$ cat src/rtl/inj_pkg.sv
// Shared types and constants for the instruction stream injector.
package inj_pkg;

  typedef enum logic [1:0] {IDLE, STREAM, DRAIN, DONE} inj_state_t;

  localparam logic [31:0] NOP_INSTR_DEFAULT = 32'h00000013;

  typedef struct packed {
    logic        last;
    logic [31:0] instr;
  } inj_entry_t;

endpackage

$ cat src/rtl/inj_fifo.sv
// Show-ahead synchronous FIFO holding host instructions and their last flags.
module inj_fifo import inj_pkg::*; #(
  parameter int DEPTH = 8
) (
  input  logic                     clk,
  input  logic                     reset,
  input  logic                     push,
  input  inj_entry_t               wr_data,
  input  logic                     pop,
  output inj_entry_t               rd_data,
  output logic                     full,
  output logic                     empty,
  output logic [$clog2(DEPTH):0]   count
);

  localparam int AW = $clog2(DEPTH);

  inj_entry_t    mem [DEPTH];
  logic [AW-1:0] wr_ptr;
  logic [AW-1:0] rd_ptr;
  logic          do_push;
  logic          do_pop;

  assign full    = (count == (AW+1)'(DEPTH));
  assign empty   = (count == '0);
  assign do_push = push && !full;
  assign do_pop  = pop && !empty;
  assign rd_data = mem[rd_ptr];

  always_ff @(posedge clk) begin
    if (do_push) mem[wr_ptr] <= wr_data;
  end

  // Pointers wrap naturally because DEPTH is a power of two.
  always_ff @(posedge clk) begin
    if (!reset) begin
      wr_ptr <= '0;
      rd_ptr <= '0;
      count  <= '0;
    end else begin
      if (do_push) wr_ptr <= wr_ptr + 1'b1;
      if (do_pop)  rd_ptr <= rd_ptr + 1'b1;
      case ({do_push, do_pop})
        2'b10:   count <= count + 1'b1;
        2'b01:   count <= count - 1'b1;
        default: ;
      endcase
    end
  end

endmodule

$ cat src/rtl/instr_stream_injector.sv
// Feeds the core's external instruction port from a buffered host stream, then drains with NOPs.
// Defining INJ_PERF_CNT_EN adds the issued_cnt/bubble_cnt counters.
//
// state  | meaning
// IDLE   | core on internal fetch, host may prefill the FIFO
// STREAM | issuing FIFO entries, NOP bubbles when starved
// DRAIN  | last instruction issued, padding with DRAIN_CYCLES NOPs
// DONE   | drain complete, waiting for start
module instr_stream_injector import inj_pkg::*; #(
  parameter int          DEPTH        = 8,
  parameter int          DRAIN_CYCLES = 4,
  parameter logic [31:0] NOP_INSTR    = NOP_INSTR_DEFAULT
) (
  input  logic                   clk,
  input  logic                   reset,
  input  logic                   start,
  input  logic                   in_valid,
  output logic                   in_ready,
  input  logic [31:0]            in_instr,
  input  logic                   in_last,
  input  logic                   stall_F,
  output logic                   instr_mode,
  output logic [31:0]            instr_ext,
  output logic                   issue_valid,
  output logic [$clog2(DEPTH):0] fifo_count,
  output logic                   done
`ifdef INJ_PERF_CNT_EN
  ,
  output logic [31:0]            issued_cnt,
  output logic [31:0]            bubble_cnt
`endif
);

  localparam int DCW = (DRAIN_CYCLES < 1) ? 1 : $clog2(DRAIN_CYCLES + 1);

  inj_state_t     state;
  inj_state_t     state_nxt;
  inj_entry_t     fifo_wr;
  inj_entry_t     fifo_rd;
  logic           fifo_full;
  logic           fifo_empty;
  logic           push;
  logic           pop;
  logic           load;
  logic           advance;
  logic           start_ok;
  logic           drain_load;
  logic           drain_dec;
  logic           last_seen;
  logic [DCW-1:0] drain_cnt;

  assign push     = in_valid && in_ready;
  assign advance  = !stall_F && (state == STREAM || state == DRAIN);
  assign start_ok = start && (state == IDLE || state == DONE);
  assign fifo_wr  = '{last: in_last, instr: in_instr};

  inj_fifo #(.DEPTH(DEPTH)) u_fifo (
    .clk     (clk),
    .reset   (reset),
    .push    (push),
    .wr_data (fifo_wr),
    .pop     (pop),
    .rd_data (fifo_rd),
    .full    (fifo_full),
    .empty   (fifo_empty),
    .count   (fifo_count)
  );

  always_ff @(posedge clk) begin
    if (!reset) state <= IDLE;
    else        state <= state_nxt;
  end

  // The start edge loads the first word exactly like a STREAM advance does.
  always_comb begin
    state_nxt  = state;
    pop        = 1'b0;
    load       = 1'b0;
    drain_load = 1'b0;
    drain_dec  = 1'b0;
    if (start_ok || (state == STREAM && advance)) begin
      load      = 1'b1;
      pop       = !fifo_empty;
      state_nxt = STREAM;
      if (!fifo_empty && fifo_rd.last) begin
        state_nxt  = DRAIN;
        drain_load = 1'b1;
      end
    end else if (state == DRAIN && advance) begin
      if (drain_cnt != '0) begin
        load      = 1'b1;
        drain_dec = 1'b1;
      end else begin
        state_nxt = DONE;
      end
    end
  end

  always_comb begin
    instr_mode = (state != IDLE);
    done       = (state == DONE);
    in_ready   = !fifo_full && !last_seen && (state == IDLE || state == STREAM);
  end

  // drain_cnt counts the NOPs still owed before DONE.
  always_ff @(posedge clk) begin
    if (!reset) begin
      instr_ext   <= NOP_INSTR;
      issue_valid <= 1'b0;
      drain_cnt   <= '0;
      last_seen   <= 1'b0;
    end else begin
      if (load) begin
        instr_ext   <= pop ? fifo_rd.instr : NOP_INSTR;
        issue_valid <= pop;
      end
      if (drain_load)     drain_cnt <= DCW'(DRAIN_CYCLES);
      else if (drain_dec) drain_cnt <= drain_cnt - 1'b1;
      if (push && in_last) last_seen <= 1'b1;
      else if (start_ok)   last_seen <= 1'b0;
    end
  end

`ifdef INJ_PERF_CNT_EN
  always_ff @(posedge clk) begin
    if (!reset || start_ok) begin
      issued_cnt <= '0;
      bubble_cnt <= '0;
    end else if (advance && load) begin
      if (pop) issued_cnt <= issued_cnt + 32'd1;
      else     bubble_cnt <= bubble_cnt + 32'd1;
    end
  end
`endif

endmodule
$ cat config.mk
export PLATFORM = sky130hd
export DESIGN_NAME = instr_stream_injector
export DESIGN_NICKNAME = d
export VERILOG_FILES = /design/src/rtl/inj_pkg.sv /design/src/rtl/inj_fifo.sv /design/src/rtl/instr_stream_injector.sv
export SDC_FILE = /design/constraint.sdc
export NUM_CORES = 1
export LEC_CHECK = 0
export ABC_AREA = 1
export BUFFER_PORTS_ARGS = -buffer_cell sky130_fd_sc_hd__buf_4
export CORE_MARGIN = 3
export CORE_UTILIZATION = 50
export DETAILED_ROUTE_END_ITERATION = 8
export GPL_TIMING_DRIVEN = 0
export PLACE_DENSITY = 0.7
export SKIP_CTS_REPAIR_TIMING = 1
export SLEW_MARGIN = 20
export SYNTH_ARGS = -nofsm -noshare
export SYNTH_HDL_FRONTEND = slang
export SYNTH_SLANG_ARGS = --single-unit
$ cat constraint.sdc
create_clock -name clk -period 3.95 [get_ports clk]
set_input_delay 0.1975 -clock clk [delete_from_list [all_inputs] [get_ports clk]]
set_output_delay 0.1975 -clock clk [all_outputs]
set_load 0.005 [all_outputs]
Yosys cells after proc, flatten, opt, wreduce, memory -nomap -nowiden
Memories as Yosys holds them, arrays and structs flattened. A register that Yosys moved wholly into a read port is not among the register bits.
Index checks and enable logic that the tools add are counted.
{"block": "op_classes", "mux": 21, "reduce_logical": 29, "addsub": 5, "n_bitwise": 1, "n_eq_ne": 7}
{"cell": "32-bit two-way mux", "n": 1}
{"cell": "3-bit two-way mux", "n": 4}
{"cell": "1-bit logical AND", "n": 11}
{"cell": "1-bit two-way mux", "n": 11}
{"cell": "2-bit nonzero test", "n": 5}
{"cell": "2-bit two-way mux", "n": 4}
{"cell": "4-bit one-hot mux with 2 select lines", "n": 1}
{"cell": "3-bit by 1-bit adder with 3-bit output, second input constant", "n": 2}
{"cell": "2-bit == test, second input constant", "n": 3}
{"cell": "4-bit by 1-bit adder with 4-bit output, second input constant", "n": 1}
{"cell": "2-bit by 1-bit == test with 1-bit output, second input constant", "n": 2}
{"cell": "4-bit == test, second input constant", "n": 1}
{"cell": "1-bit logical NOT", "n": 4}
{"cell": "4-bit logical NOT", "n": 1}
{"cell": "1-bit logical OR", "n": 4}
{"cell": "4-bit by 1-bit subtractor with 4-bit output, second input constant", "n": 1}
{"cell": "3-bit nonzero test", "n": 1}
{"cell": "3-bit by 1-bit subtractor with 3-bit output, second input constant", "n": 1}
{"cell": "2-bit logical NOT", "n": 1}
{"cell": "2-bit inequality test, second input constant", "n": 1}
{"cell": "2-bit AND reduction", "n": 1}
{"cell": "2-bit OR reduction", "n": 1}
{"cell": "1-bit inverter", "n": 1}
{"block": "word_totals", "mem_bits_rw": 264, "ff_bits": 49, "inputBits": 38, "output_inout_bits": 40, "memories": 1}
{"name": "u_fifo.mem", "depth": 8, "width": 33, "rd": 1, "rd_ports_with_merged_regs": 1, "wr": 1, "line": "inj_fifo.sv:18", "rtl": "inj_entry_t mem [DEPTH];"}

Logic depth before layout (Yosys ltp)
{"block": "depth", "ltp_word": 9, "ltp_mapped": 18}

Cells and area by module
Synthesis repeated with hierarchy kept, for this count alone.
{"block": "unflattened", "hier_cells": 1039, "area_unflattened_um2": 12569.6}
{"module": "inj_fifo", "area_each_um2": 10959.3, "n_inst": 1, "seq_area_each_um2": 8187.9, "cells_each": 837}
{"module": "instr_stream_injector", "area_each_um2": 1610.3, "n_inst": 1, "seq_area_each_um2": 780.7, "cells_each": 202}

Worst setup path after synthesis
Ideal clock, no wire load.
{"block": "synth_path", "kind": "reg-to-reg", "start": "reg state[0]", "end": "mem u_fifo.mem[6][0] (netlist name), enable pin", "t_required_ps": 3485, "path_slack_ps": 119, "t_arrival_ps": 3366, "n_path_buf": 1, "stages_incl_launch_ff": 8, "path_cell_list": "dfxtp_1 > inv_1 > ha_1 > inv_1 > a21oi_1 > nand3_1 > buf_2 > nor3_1"}
{"block": "synth_via", "elab_chain_len": 7, "word_cells_on_any_way": 8, "cone_classes": "1 x eq/ne; 2 x mux; 5 x reduce/logical"}
{"item": "from (decl)", "line": "instr_stream_injector.sv:36", "rtl": "inj_state_t state;"}
{"item": "from (signal assigned)", "line": "instr_stream_injector.sv:71", "rtl": "else state <= state_nxt;"}
{"item": "2-bit by 1-bit == test with 1-bit output / 2-bit logical NOT (equally long branches)", "line": "instr_stream_injector.sv:102", "rtl": "in_ready = !fifo_full && !last_seen && (state == IDLE || state == STREAM);"}
{"item": "1-bit logical OR *", "line": "instr_stream_injector.sv:102"}
{"item": "1-bit logical AND *", "line": "instr_stream_injector.sv:102"}
{"item": "1-bit logical AND *", "line": "instr_stream_injector.sv:52", "rtl": "assign push = in_valid && in_ready;"}
{"item": "1-bit logical AND *", "line": "inj_fifo.sv:26", "rtl": "assign do_push = push && !full;"}
{"item": "1-bit two-way mux *", "line": "inj_fifo.sv:31", "rtl": "if (do_push) mem[wr_ptr] <= wr_data;"}
{"item": "1-bit two-way mux (not written as such) *", "line": "inj_fifo.sv:31"}
{"item": "to (decl)", "line": "inj_fifo.sv:18"}
Mark *: on every way between the ends. The rest lies on a longest branch, timed or not.

Worst setup path in the final report
{"block": "layout_path", "start": "reg state[0]", "end": "mem u_fifo.mem[5][20] (netlist name), enable pin"}
The elaborated chain is that of the path after synthesis.

==> results.txt <==
The run finished with clean final reports. In this design, the critical path's most frequently occurring cell is sky130_fd_sc_hd__buf_6. The synthesized net count came out at 1121. Summed over all layers, the routed wires come to 32340 um. The biggest area contributor in the post-synthesis netlist is sky130_fd_sc_hd__edfxtp_1. The maximum clock skew at final layout is 0.01348 ns. The core area came out at 0.02439 mm2. The tree built by TritonCTS fans out to 316 sinks. During I/O placement, the number of pins put on the boundary was 78. After the first detailed-routing iteration, the DRC count stood at 1074. The clock reaches the later pin of the worst-skew pair after 0.57 ns. The count of buffers from port buffering came out at 77. The critical path goes through inv_1 -> ha_1 -> inv_1 -> a21oi_1 -> nand3_1 -> buf_2 -> nor3_2 -> buf_6 -> buf_6 -> buf_6 -> buf_4. The data arrival at the endpoint of the critical path is 3.06 ns. The commonest cells after synthesis are sky130_fd_sc_hd__edfxtp_1 (264), sky130_fd_sc_hd__nor2_1 (250), sky130_fd_sc_hd__nand3_1 (118), sky130_fd_sc_hd__nand2_1 (84).

The total power density per cell area came out at 717.0 mW/mm2. The most frequently used flop master after synthesis is sky130_fd_sc_hd__edfxtp_1. The actual transition at the worst max-transition pin is 0.8372 ns. The initial core utilization came out at 51.10%. The reg2reg setup slack is 1.15 ns. The critical-path maximum fanout is 11.

0 antenna diodes ended up in the layout. The synthesized netlist contains 26 unique library cells. The post-route total power came out at 11.00 mW. The total overflow reported by the global router came out at 0. Setup violations remaining at the end of the flow were counted as 0. STA classifies the critical path startpoint as a register. The most frequent cell after synthesis is sky130_fd_sc_hd__edfxtp_1. The worst slew margin relative to its limit is 44.19%.

Once detail routing completed, the nets flagged for antenna violations numbered 0. The post-detailed-route DRC marker count is 0. The required time of the critical path is 4.21 ns. The final-report hold violation count came out at 0. The die covers 0.02686 mm2. The routed length per instance is 20.21 um. The total count of max-transition violations in the final report came out at 0.

The startpoint of the worst register-to-register path is state[0]. Across the VDD grid, the largest voltage drop is 0.4008 mV. The number of global-route vias before repair came out at 8578.

The sequential cell area fraction in the yosys report came out at 71.96%. The wire length of the first global-routing pass came out at 48370 um. The proportion of netlist area held by the largest area contributor is 63.61%. The final net count came out at 1301.

The number of stages on the worst setup path came out at 11. The first detailed-routing pass ran for 5 iterations. At the end of routability-driven placement, the weighted congestion stood at 0.7787. For this run, the number of Yosys warnings is 0. The layout has 1845 filler cells. After synthesis, the share of flip-flops with an asynchronous set or reset is 0%.

The height of the die came out at 163.9 um. Hold is met by 0.06216 ns. The worst setup path is of the reg2reg kind.

The largest single stage delay on the critical path is 0.47 ns. Following the worst setup path forward leads to its endpoint at u_fifo.mem[5][20]. The sum of buffers and inverters on the critical path is 7. The leakage component of the power came out at 5.644 nW.

The initial antenna violation count is 0. The number of standard cells in the final layout excluding fillers came out at 1600. The count of flip-flops with a built-in enable after synthesis is 264. The instance count of the mapped netlist came out at 1072. The synthesized flop and latch total is 316. The worst-case reg-to-reg path depth is 11. The cell with the largest stage delay on the worst path is sky130_fd_sc_hd__nor3_2. The width of the die came out at 163.9 um. The combined area of all synthesized cells came out at 0.01246 mm2. In this run the number of H-tree levels came out at 1. By area the synthesized netlist is led by sky130_fd_sc_hd__edfxtp_1 (64%), sky130_fd_sc_hd__dfxtp_1 (8.4%), sky130_fd_sc_hd__nor2_1 (7.5%), sky130_fd_sc_hd__nand3_1 (4.7%), sky130_fd_sc_hd__o21ai_0 (2.7%). The clock tree from TritonCTS is done. Static timing analysis puts the maximum clock frequency at 357.0 MHz. The class of the tightest hold or removal check is in2reg.

The global routing usage summed across all routing layers is 23.91%. Among cell families on the critical path, the largest total delay comes from buffers and inverters. The synthesized area per cell is 11.63 um2. The floorplan has 57 rows. The maximum number of buffers from clock root to sink came out at 3. After clock tree synthesis, the clock-pin slew on the worst setup and hold paths is 0.06 ns.

Tracing the worst setup path back leads to its startpoint at state[0]. The layout overhead on the synthesized area came out at 23.15%. The estimated wirelength of the detail-placed design is 21020 um.

Setup repair after global routing left no endpoint under its margin. The cell count after placement came out at 1507. The fraction of layout instances using a drive strength above 1 came out at 17.55%.

The largest net degree at the start of global routing came out at 16. The minimum clock period is 2.801 ns. The via count normalized by instance count is 5.606. The tree is rooted in a sky130_fd_sc_hd__clkbuf_16.

The share of the cycle needed by the critical path after routing is 70.91%. The endpoint identified for the worst register-to-register timing path is u_fifo.mem[5][20]. The number of buffers inserted during clock tree synthesis came out at 31. The worst setup path is captured at a register. The total via count after detailed routing is 8970.

The total of max-cap violations came out at 0.
-- state kept, by name, summed over array words and instances (netlist names), named ones only --
name,flops
instr_ext,32
last_seen,1
issue_valid,1
u_fifo.wr_ptr,3
u_fifo.count,4
u_fifo.rd_ptr,3
u_fifo.mem,264
drain_cnt,3
state,2
-- per-layer routing --
metal | GRT usage, % | up-vias | wire length (um)
li1 | - | 4119 | -
met1 | 31.54 | 4306 | 12840
met2 | 40.79 | 464 | 15930
met3 | 3.405 | 81 | 2620
met4 | 8.420 | 0 | 940
met5 | 0 | - | 0
-- worst min-delay path by stage --
stage / start / endpoint / slack (ns) / cells after the start
6_report: stall_F / issue_valid / 0.06 / 4
5_1_grt: stall_F / issue_valid / 0.09 / 4
4_1_cts: in_instr[8] / u_fifo.mem[7][8] / -0.15 / 1
3_5_place_dp: in_instr[13] / u_fifo.mem[0][13] / 0.43 / 1
3_3_place_gp: in_instr[3] / u_fifo.mem[4][3] / 0.43 / 1
2_1_floorplan: in_instr[0] / u_fifo.mem[0][0] / 0.30 / 0
-- report_power, final --
group | total, mW | internal [mW] | switching [mW]
clock | 3.45 | 2.21 | 1.24
sequential | 4.26 | 4.07 | 0.185
combinational | 3.29 | 1.14 | 2.16
total | 11.0 | 7.43 | 3.58
-- worst register-to-register path, cell delays in order (launching register included) --
cell	delay, ns
sky130_fd_sc_hd__dfxtp_1	0.32
sky130_fd_sc_hd__inv_1	0.09
sky130_fd_sc_hd__ha_1	0.15
sky130_fd_sc_hd__inv_1	0.05
sky130_fd_sc_hd__a21oi_1	0.17
sky130_fd_sc_hd__nand3_1	0.23
sky130_fd_sc_hd__buf_2	0.29
sky130_fd_sc_hd__nor3_2	0.47
sky130_fd_sc_hd__buf_6	0.23
sky130_fd_sc_hd__buf_6	0.16
sky130_fd_sc_hd__buf_6	0.16
sky130_fd_sc_hd__buf_4	0.19
-- placed cells by master, fill, tap and decap left out --
cell type and instances:
sky130_fd_sc_hd__inv_4 1, sky130_fd_sc_hd__dfxtp_1 52, sky130_fd_sc_hd__clkinv_1 1, sky130_fd_sc_hd__nor3_2 8
sky130_fd_sc_hd__and2_1 1, sky130_fd_sc_hd__dlygate4sd3_1 36, sky130_fd_sc_hd__buf_4 108, sky130_fd_sc_hd__nand2_1 84
sky130_fd_sc_hd__buf_2 23, sky130_fd_sc_hd__o21ai_0 66, sky130_fd_sc_hd__buf_1 6, sky130_fd_sc_hd__clkinv_2 7
sky130_fd_sc_hd__inv_2 1, sky130_fd_sc_hd__nand4_1 5, sky130_fd_sc_hd__o21ai_1 66, sky130_fd_sc_hd__xnor2_1 1
sky130_fd_sc_hd__inv_6 1, sky130_fd_sc_hd__clkbuf_2 6, sky130_fd_sc_hd__nand3_1 118, sky130_fd_sc_hd__inv_1 31
sky130_fd_sc_hd__xor2_1 1, sky130_fd_sc_hd__clkbuf_1 13, sky130_fd_sc_hd__nor3_1 2, sky130_fd_sc_hd__o21ai_2 1
sky130_fd_sc_hd__edfxtp_1 264, sky130_fd_sc_hd__buf_6 19, sky130_fd_sc_hd__ha_1 11, sky130_fd_sc_hd__clkbuf_16 31
sky130_fd_sc_hd__nor2_1 250, sky130_fd_sc_hd__bufinv_16 10, sky130_fd_sc_hd__clkbuf_8 7, sky130_fd_sc_hd__nand3_2 1
sky130_fd_sc_hd__a21oi_1 44
-- through the flow --
| step | instance area, um2 | utilization, % | setup WS (ns) | TNS [ns] |
|---|---|---|---|---|
| 2_1_floorplan | 12460 | - | 0.1192 | 0 |
| 3_3_place_gp | 13450 | 55.13 | -2.197 | -550.25 |
| 3_5_place_dp | 13770 | 56.45 | 1.176 | 0 |
| 4_1_cts | 14990 | 61.45 | 1.171 | 0 |
| 5_1_grt | 15350 | 62.93 | 0.9360 | 0 |
| 6_report | 15350 | 62.93 | 1.149 | 0 |
-- kinds of logic (layout without fill, tap and decap cells) --
kind of cell	after synthesis	after routing	share of synthesized area, %
AO/OA/AOI/OAI	177	177	7.138
XOR/XNOR	2	2	0.1406
adder cells (fa/ha/maj)	11	11	1.104
buffers and inverters	97	301	4.076
flip-flops	316	316	71.96
AND/OR/NAND/NOR	469	469	15.58
-- area by class of cell --
| type | instances | area [um2] | area share [%] |
|---|---|---|---|
| buffer | 63 | 377.9 | 2.462 |
| clock buffer | 39 | 875.8 | 5.706 |
| clock inverter | 18 | 344.1 | 2.242 |
| inverter | 34 | 130.1 | 0.8478 |
| multi-input combinational | 659 | 3027 | 19.72 |
| sequential | 316 | 8969 | 58.43 |
| tap | 324 | 405.4 | 2.641 |
| timing repair buffer | 147 | 1220 | 7.948 |
Power figures use the tool's default switching activity.
